## config.mk

```make
export PLATFORM = sky130hd
export DESIGN_NAME = bus_arb_flat
export DESIGN_NICKNAME = d
export VERILOG_FILES = /design/src/rtl/bus_pkg.sv /design/src/rtl/bus_arb_if.sv /design/src/rtl/bus_arb_rr_pick.sv /design/src/rtl/bus_arb.sv /design/src/flat_wrapper.sv
export SDC_FILE = /design/constraint.sdc
export NUM_CORES = 1
export LEC_CHECK = 0
export ABC_AREA = 1
export BUFFER_PORTS_ARGS = -buffer_cell sky130_fd_sc_hd__clkbuf_2
export CAP_MARGIN = 30
export CORE_AREA = 4 4 364 366
export DETAILED_ROUTE_END_ITERATION = 12
export DIE_AREA = 0 0 368 370
export GPL_TIMING_DRIVEN = 0
export PLACE_DENSITY = 0.35
export SETUP_SLACK_MARGIN = 0.02
export SLEW_MARGIN = 30
export SYNTH_ARGS = -nofsm -noshare
export SYNTH_HDL_FRONTEND = slang
export SYNTH_SLANG_ARGS = --single-unit
export TNS_END_PERCENT = 10
```

## constraint.sdc

```tcl
create_clock -name clk -period 3.6 [get_ports clk]
set_clock_uncertainty 0.2 [all_clocks]
set_input_delay 0.54 -clock clk [delete_from_list [all_inputs] [get_ports clk]]
set_output_delay 0.54 -clock clk [all_outputs]
set_load 0.01 [all_outputs]
```

## src/rtl/bus_pkg.sv

```systemverilog
// Shared constants and helpers for the datapath bus arbiter.
package bus_pkg;

  localparam int unsigned ARB_FIXED = 0;
  localparam int unsigned ARB_RR    = 1;
  localparam int unsigned MAX_SRC   = 64;

  // Index width that stays at least one bit wide for the two-source case.
  function automatic int unsigned idx_w(input int unsigned n);
    return (n <= 2) ? 1 : int'($clog2(n));
  endfunction

  // True when more than one request bit is set.
  function automatic logic multi_hot(input logic [MAX_SRC-1:0] v);
    return (v & (v - MAX_SRC'(1))) != '0;
  endfunction

endpackage

```

## src/rtl/bus_arb_if.sv

```systemverilog
// Source request / shared bus bundle between datapath drivers and the arbiter.
interface bus_arb_if
  import bus_pkg::*;
#(
  parameter int unsigned WIDTH = 32,
  parameter int unsigned NSRC  = 27,
  parameter int unsigned CNTW  = 16
);

  localparam int unsigned IW = idx_w(NSRC);

  logic [NSRC*WIDTH-1:0] src_data;
  logic [NSRC-1:0]       src_out;
  logic                  conflict_clr;
  logic [WIDTH-1:0]      bus_out;
  logic                  bus_valid;
  logic [IW-1:0]         sel_idx;
  logic                  conflict;
  logic                  conflict_sticky;
  logic [CNTW-1:0]       xfer_count;

  modport master (
    output src_data, src_out, conflict_clr,
    input  bus_out, bus_valid, sel_idx, conflict, conflict_sticky, xfer_count
  );

  modport slave (
    input  src_data, src_out, conflict_clr,
    output bus_out, bus_valid, sel_idx, conflict, conflict_sticky, xfer_count
  );

endinterface

```

## src/rtl/bus_arb_rr_pick.sv

```systemverilog
// Rotating-start priority encoder: first asserted request at or after start, wrapping modulo NSRC.
module rr_pick #(
  parameter int unsigned NSRC = 27,
  parameter int unsigned IW   = 5
) (
  input  logic [NSRC-1:0] req,
  input  logic [IW-1:0]   start,
  output logic [IW-1:0]   grant_idx,
  output logic            any
);

  logic [NSRC-1:0] rot;
  logic [IW-1:0]   off;
  logic [IW:0]     sum;

  always_comb begin
    rot = NSRC'({req, req} >> start);
    off = '0;
    // Descending scan so the lowest offset from start is the last write.
    for (int i = int'(NSRC) - 1; i >= 0; i--) begin
      if (rot[i]) off = IW'(i);
    end
    sum = {1'b0, start} + (IW+1)'(off);
    if (sum >= (IW+1)'(NSRC)) sum = sum - (IW+1)'(NSRC);
    grant_idx = sum[IW-1:0];
    any       = |req;
  end

endmodule

```

## src/rtl/bus_arb.sv

```systemverilog
// Registered shared-bus multiplexer with fixed-priority or round-robin arbitration and conflict flagging.
module bus_arb
  import bus_pkg::*;
#(
  parameter int unsigned WIDTH = 32,
  parameter int unsigned NSRC  = 27,
  parameter int unsigned MODE  = ARB_FIXED,
  parameter int unsigned CNTW  = 16
) (
  input  logic      clk,
  input  logic      clr,
  bus_arb_if.slave  bus
);

  localparam int unsigned IW = idx_w(NSRC);

  logic [IW-1:0] rr_ptr;
  logic [IW-1:0] start;
  logic [IW-1:0] win;
  logic          any;
  logic          multi;

  assign start = (MODE == ARB_RR) ? rr_ptr : '0;
  assign multi = multi_hot(MAX_SRC'(bus.src_out));

  rr_pick #(.NSRC(NSRC), .IW(IW)) u_pick (
    .req       (bus.src_out),
    .start     (start),
    .grant_idx (win),
    .any       (any)
  );

  always_ff @(posedge clk) begin
    if (clr) begin
      bus.bus_out         <= '0;
      bus.bus_valid       <= 1'b0;
      bus.sel_idx         <= '0;
      bus.conflict        <= 1'b0;
      bus.conflict_sticky <= 1'b0;
      bus.xfer_count      <= '0;
      rr_ptr              <= '0;
    end else begin
      bus.bus_valid <= any;
      bus.conflict  <= multi;
      // Bus and select hold their last value on idle cycles.
      if (any) begin
        bus.bus_out <= bus.src_data[32'(win) * WIDTH +: WIDTH];
        bus.sel_idx <= win;
        if (MODE == ARB_RR) rr_ptr <= (win == IW'(NSRC - 1)) ? '0 : win + IW'(1);
      end
      // A fresh conflict outranks a simultaneous clear.
      if (multi)                 bus.conflict_sticky <= 1'b1;
      else if (bus.conflict_clr) bus.conflict_sticky <= 1'b0;
      if (any && (bus.xfer_count != '1)) bus.xfer_count <= bus.xfer_count + CNTW'(1);
    end
  end

endmodule

```

## src/flat_wrapper.sv

```systemverilog
// flat-port wrapper written by rule: the top's interface ports become plain ports
module bus_arb_flat import bus_pkg::*;
#(
  parameter int unsigned WIDTH = 32,
  parameter int unsigned NSRC  = 27,
  parameter int unsigned MODE  = ARB_FIXED,
  parameter int unsigned CNTW  = 16
)
  (clk, clr, bus_src_data, bus_src_out, bus_conflict_clr, bus_bus_out, bus_bus_valid, bus_sel_idx, bus_conflict, bus_conflict_sticky, bus_xfer_count);
  bus_arb_if #(.WIDTH(WIDTH), .NSRC(NSRC), .CNTW(CNTW)) bus_i ();
  input  logic clk;
  input  logic clr;
  input wire logic [$bits(bus_i.src_data)-1:0] bus_src_data;
  input wire logic [$bits(bus_i.src_out)-1:0] bus_src_out;
  input wire logic [$bits(bus_i.conflict_clr)-1:0] bus_conflict_clr;
  output wire logic [$bits(bus_i.bus_out)-1:0] bus_bus_out;
  output wire logic [$bits(bus_i.bus_valid)-1:0] bus_bus_valid;
  output wire logic [$bits(bus_i.sel_idx)-1:0] bus_sel_idx;
  output wire logic [$bits(bus_i.conflict)-1:0] bus_conflict;
  output wire logic [$bits(bus_i.conflict_sticky)-1:0] bus_conflict_sticky;
  output wire logic [$bits(bus_i.xfer_count)-1:0] bus_xfer_count;
  assign bus_i.src_data = bus_src_data;
  assign bus_i.src_out = bus_src_out;
  assign bus_i.conflict_clr = bus_conflict_clr;
  assign bus_bus_out = bus_i.bus_out;
  assign bus_bus_valid = bus_i.bus_valid;
  assign bus_sel_idx = bus_i.sel_idx;
  assign bus_conflict = bus_i.conflict;
  assign bus_conflict_sticky = bus_i.conflict_sticky;
  assign bus_xfer_count = bus_i.xfer_count;
  bus_arb #(.WIDTH(WIDTH), .NSRC(NSRC), .MODE(MODE), .CNTW(CNTW)) u_core (.clk(clk), .clr(clr), .bus(bus_i));
endmodule
```

# Yosys cells after proc, flatten, opt, wreduce, memory -nomap -nowiden
# Index checks and enable logic that the tools add are counted.
[word_totals]
register_bits = 56
in_bits = 894
out_inout_bits = 56
wordCells = 47
[classes]
add_sub_neg = 3
order_cmp = 1
eq_ne = 1
shift = 1
muxes = 30
bitwise_logic = 1
n_reduce_logical = 4
[ops]
columns = ["cell", "n"]
rows = [
  ["$shiftx A864 B11 Y32", 1],
  ["$mux W5", 28],
  ["$and A27 B64 Y64", 1],
  ["$reduce_bool A64 Y1", 1],
  ["$sub A27 B1 Y28 const B", 1],
  ["$reduce_or A27 Y1", 1],
  ["$add A16 B1 Y16 const B", 1],
  ["$ne A16 B16 Y1 const B", 1],
  ["$ge A5 B5 Y1 const B", 1],
  ["$sub A5 B5 Y5 const B", 1],
  ["$mux W1", 2],
  ["$reduce_bool A2 Y1", 1],
  ["$logic_and A1 B1 Y1", 1],
]

# Logic depth before layout (Yosys ltp)
[logic_depth]
depth_word = 30
depth_mapped = 44
mapped_depth_nobuf = 42

# Modules after synthesis
# From an unflattened synthesis, not the netlist that was laid out.
[unflattened]
hier_cells = 2779
hier_area_um2 = 13521.7
[modules_own_cells]
columns = ["mod", "instances", "cells_per_inst", "area_each_um2", "seq_area_each_um2"]
rows = [
  ["bus_arb", 1, 2301, 11150.7, 1121.1],
  ["rr_pick", 1, 478, 2371.0, 0.0],
]

# Worst setup path before layout
# Ideal clock, no wire load.
[synth_timing]
path_type = "input port to flip-flop"
startpoint = "input bus_src_out[21]"
endpoint = "register u_core.bus.bus_out[3]"
t_arrival_ns = 3.315
path_slack_ns = -0.025
cell_stages = 41
cell_sequence = "inv_1 > a21oi_1 > nand2_1 > nand2_1 > nand2_1 > nand2_1 > nand2_1 > nand2_1 > nand2_1 > nand2_1 > nand2_1 > nand2_1 > nand2_1 > nand2_1 > nand2_1 > nand2_1 > nand2_1 > nand2_1 > [5 not listed] > inv_1 > ha_1 > nand4_2 > inv_2 > nand2_2 > nand2_1 > buf_6 > buf_8 > buf_4 > nand2_1 > nand3_1 > nand3_1 > nand3_1 > nand2_1 > nand2_1 > nand3_1 > nand2_1 > inv_1"
[synth_between]
elab_chain_len = 25
[synth_lines]
columns = ["element", "line_no", "text"]
rows = [
  ["from (decl)", "flat_wrapper.sv:14", "input wire logic [$bits(bus_i.src_out)-1:0] bus_src_out;"],
  ["$mux W5 (22 in series)", "bus_arb_rr_pick.sv:21", "if (rot[i]) off = IW'(i);"],
  ["$sub A5 B5 Y5 / $ge A5 B5 Y1 (equally long branches)", "bus_arb_rr_pick.sv:24", "if (sum >= (IW+1)'(NSRC)) sum = sum - (IW+1)'(NSRC);"],
  ["$mux W5", "bus_arb_rr_pick.sv:24", ""],
  ["$shiftx A864 B11 Y32", "bus_arb.sv:47", "bus.bus_out <= bus.src_data[32'(win) * WIDTH +: WIDTH];"],
  ["to (signal assigned)", "bus_arb.sv:47", ""],
  ["to (decl)", "bus_arb_if.sv:29", "output bus_out, bus_valid, sel_idx, conflict, conflict_sticky, xfer_count"],
]
# Parallel ways exist; a longest one is shown, timed or not.
# A chain may end at the register's enable or synchronous reset.

# Final worst setup path
[layout_timing]
startpoint = "input bus_src_out[20]"
endpoint = "register u_core.bus.bus_out[2]"
[layout_between]
elab_chain_len = 24
[layout_lines]
columns = ["element", "line_no"]
rows = [
  ["$mux W5 (21 in series)", "bus_arb_rr_pick.sv:21"],
  ["$sub A5 B5 Y5 / $ge A5 B5 Y1 (equally long branches)", "bus_arb_rr_pick.sv:24"],
  ["$mux W5", "bus_arb_rr_pick.sv:24"],
  ["$shiftx A864 B11 Y32", "bus_arb.sv:47"],
]
# Parallel ways exist; a longest one is shown, timed or not.

==> impl_metrics.env <==
export IMPL_status="finished with violations"
export IMPL_violations="negative setup slack"
export IMPL_clk_latency_ns=0.35
export IMPL_yosys_area_top_type="nand2_1"
export IMPL_synth_seq_cells=56
export IMPL_dp_hpwl_mm=123
export IMPL_grt_use_total_pct=20.1
export IMPL_critPathSlowestCell="o211ai_1"
export IMPL_row_count=132
export IMPL_n_fill_cell=15700
export IMPL_synth_avg_cell_area_um2=4.62
export IMPL_cts_max_level=2
export IMPL_synthTopCellsByArea="nand2_1 29%, nand3_1 22%, inv_1 17%"
export IMPL_grt_antenna_before_repair=38
export IMPL_setup_slack_ns=-0.662
export IMPL_clkTransAtPathRegs_ns=0.14
export IMPL_crit_arrival_ns=4.37
export IMPL_cp_end_kind="register"
export IMPL_fmax_mhz=235
export IMPL_wirelength_mm=144
export IMPL_wire_per_inst_um=25.2
export IMPL_start_util_pct=10.6
export IMPL_required_ns=3.70
export IMPL_drive_gt1_share_pct=33.7
export IMPL_drc=0
export IMPL_root_buffer="clkbuf_16"
export IMPL_finalCriticalPeriod_ns=4.26
export IMPL_grt_max_degree=20
export IMPL_synth_fp_nets=3859
export IMPL_ys_async_sr_fraction_pct=0
export IMPL_die_w_um=368
export IMPL_setup_viol=32
export IMPL_vias_per_cell=4.01
export IMPL_path_buf_inv=7
export IMPL_r2r_start="u_core.bus.xfer_count[0]"
export IMPL_io_pins=950
export IMPL_cap_violations=0
export IMPL_drtPass1Iterations=5
export IMPL_whs_ns=0.196
export IMPL_leakagePower_nw=13.7
export IMPL_crit_family="simple AND/OR/NAND/NOR gates"
export IMPL_vdd_ir_drop_max_mv=0.210
export IMPL_syn_inst=2963
export IMPL_portBuffers=948
export IMPL_p_int_mw=2.00
export IMPL_cts_buffers=5
export IMPL_grt_pass1_wl_mm=189
export IMPL_drtIter0Drc=1689
export IMPL_synth_commonest_cells="1065 x nand2_1, 611 x inv_1, 594 x nand3_1"
export IMPL_synth_most_common_cell="nand2_1"
export IMPL_synth_warning_count=0
export IMPL_ant_nets=0
export IMPL_crit_path_frequent_cell="nand2_1"
export IMPL_finalMaxSlewViolations=0
export IMPL_final_nets=4852
export IMPL_finalHoldViolations=0
export IMPL_vias=22900
export IMPL_yosysTopAreaCellShare_pct=29.2
export IMPL_tightest_slew_ns=0.848
export IMPL_rsz0062_at_grt="yes"
export IMPL_critical_path_class="input pin to register"
export IMPL_p_sw_mw=2.08
export IMPL_cp_max_fo=8
export IMPL_netlist_area_um2=13700
export IMPL_syn_to_final_growth_pct=68.0
export IMPL_clkPwrFrac_pct=16.4
export IMPL_dieHeight_um=370
export IMPL_clk_path_buf_depth=2
export IMPL_synth_enable_flop_cells=0
export IMPL_ys_flop_type="dfxtp_1"
export IMPL_routabilityCongestion=0.918
export IMPL_cts_tree="done"
export IMPL_cpPeakStageDelay_ns=0.60
export IMPL_pre_cts_slack_ns=-2.30
export IMPL_multi_input_area_um2=9940
export IMPL_critPathLaunchType="input pin"
export IMPL_crit_start="bus_src_out[20]"
export IMPL_grt_pass1_vias=22800
export IMPL_ys_types=41
export IMPL_swShare_pct=51.0
export IMPL_hp_start="bus_conflict_clr"
export IMPL_seqCellArea_um2=1120
export IMPL_seq_power_share_pct=16.8
export IMPL_cellPowerDensity_nw_per_um2=178
export IMPL_overflow=0
export IMPL_core_region_area_um2=129000
export IMPL_fin_crit_sh_pct=118
export IMPL_ys_seq_area_share_pct=8.20
export IMPL_maxSlewHeadroom_pct=43.5
export IMPL_die_area_um2=136000
export IMPL_cts_sinks=56
export IMPL_p_comb_share_pct=66.8
export IMPL_holdCritPathClass="input pin to register"
## cell usage in the layout (no fill, tap or decap), types with 23 or more instances in the layout
| cell | count |
|---|---|
| a21oi_1 | 42 |
| o21ai_1 | 27 |
| nand3_1 | 562 |
| buf_6 | 27 |
| o21ai_0 | 84 |
| dfxtp_1 | 56 |
| buf_2 | 38 |
| inv_1 | 603 |
| nand2_2 | 50 |
| nand2_1 | 1008 |
| clkbuf_1 | 23 |
| clkbuf_2 | 962 |
| o211ai_1 | 49 |
| buf_4 | 56 |
| buf_12 | 24 |
| nor2_1 | 116 |
## registers in the layout, indices dropped and copies added, names as in the netlist
register and count:
u_core.bus.conflict_sticky 1, u_core.bus.bus_valid 1, u_core.bus.bus_out 32, u_core.bus.xfer_count 16, u_core.bus.conflict 1, u_core.bus.sel_idx 5
## per-layer routing
layer | global-route usage (%) | part of all wire [%] | up-vias
li1 | - | - | 11100
met1 | 28.2 | 46 | 10800
met2 | 33.2 | 46 | 959
met3 | 2.77 | 6.5 | 86
met4 | 3.06 | 1.6 | 8
met5 | 0 | 0.037 | -
## cell families (layout without fill, tap and decap cells)
group	Yosys count	in the layout	synth area share (%)
and+or+nand+nor	1831	1831	56.5
buffers and inverters	829	1823	25.0
adders and majority gates	2	2	0.183
DFF	56	56	8.20
other	0	15	0
AOI/OAI and AO/OA	245	245	10.1
## per-stage QoR
stage / setup TNS (ns) / total power, mW / utilization [%] / area (um^2) / cells
after floorplan: 0 / 1.77 / - / 13700 / 2963
after global placement: -90.53 / 3.12 / 16.0 / 20600 / 5653
after detailed placement: -72.47 / 3.13 / 16.0 / 20700 / 5658
after CTS: -17.92 / 4.15 / 17.6 / 22700 / 5696
after global routing: -26.78 / 4.38 / 17.8 / 22900 / 5703
final: -16.89 / 4.08 / 17.8 / 23000 / 5714
## worst reg2reg max path: stages (launching register included)
cell	delay, ns
dfxtp_1	0.36
ha_1	0.28
nand2_1	0.13
nor3_1	0.11
a21oi_4	0.26
inv_4	0.09
nor2_1	0.12
nand3_1	0.12
nor2_1	0.11
inv_1	0.08
nor2_1	0.13
inv_1	0.08
nor2_1	0.18
nand2_1	0.12
nor3_1	0.23
nand2_1	0.11
o21ai_1	0.12
a21oi_1	0.06
## worst paths after layout
kind,cells past startpoint,end,slack (ns)
hold reg to reg,2,u_core.bus.bus_out[13],0.26
setup reg to reg,17,u_core.bus.xfer_count[15],0.61
hold / removal,4,u_core.bus.conflict_sticky,0.20
setup / recovery,39,u_core.bus.bus_out[2],-0.66
## power groups by stage
stage	Clock (mW)	Combinational (mW)	Sequential [mW]
after floorplan	0	1.06	0.713
after CTS	0.722	2.74	0.687
after global placement	0	2.42	0.699
after global routing	0.721	2.97	0.692
final	0.670	2.72	0.687
after detailed placement	0	2.43	0.701
## timing repair
item	in CTS	in global routing
setup buffers	24	3
cloned	6	0
setup endpoints to repair	41	39
endpoints found under the hold margin	0	0
hold buffers	0	0
gates resized for setup	396	52
pin swaps	51	11
## layout make-up
| cell class | count | area share, % |
|---|---|---|
| clock buffers | 5 | 0.545 |
| multi-input cells | 2078 | 43.3 |
| flip-flops and latches | 56 | 4.88 |
| plain buffers | 196 | 7.69 |
| inverters | 633 | 10.6 |
| repair buffers | 986 | 23.3 |
| well taps | 1742 | 9.49 |
| clock inverters | 3 | 0.120 |
| diodes | 15 | 0.163 |
(Power assumes the default switching activity.)
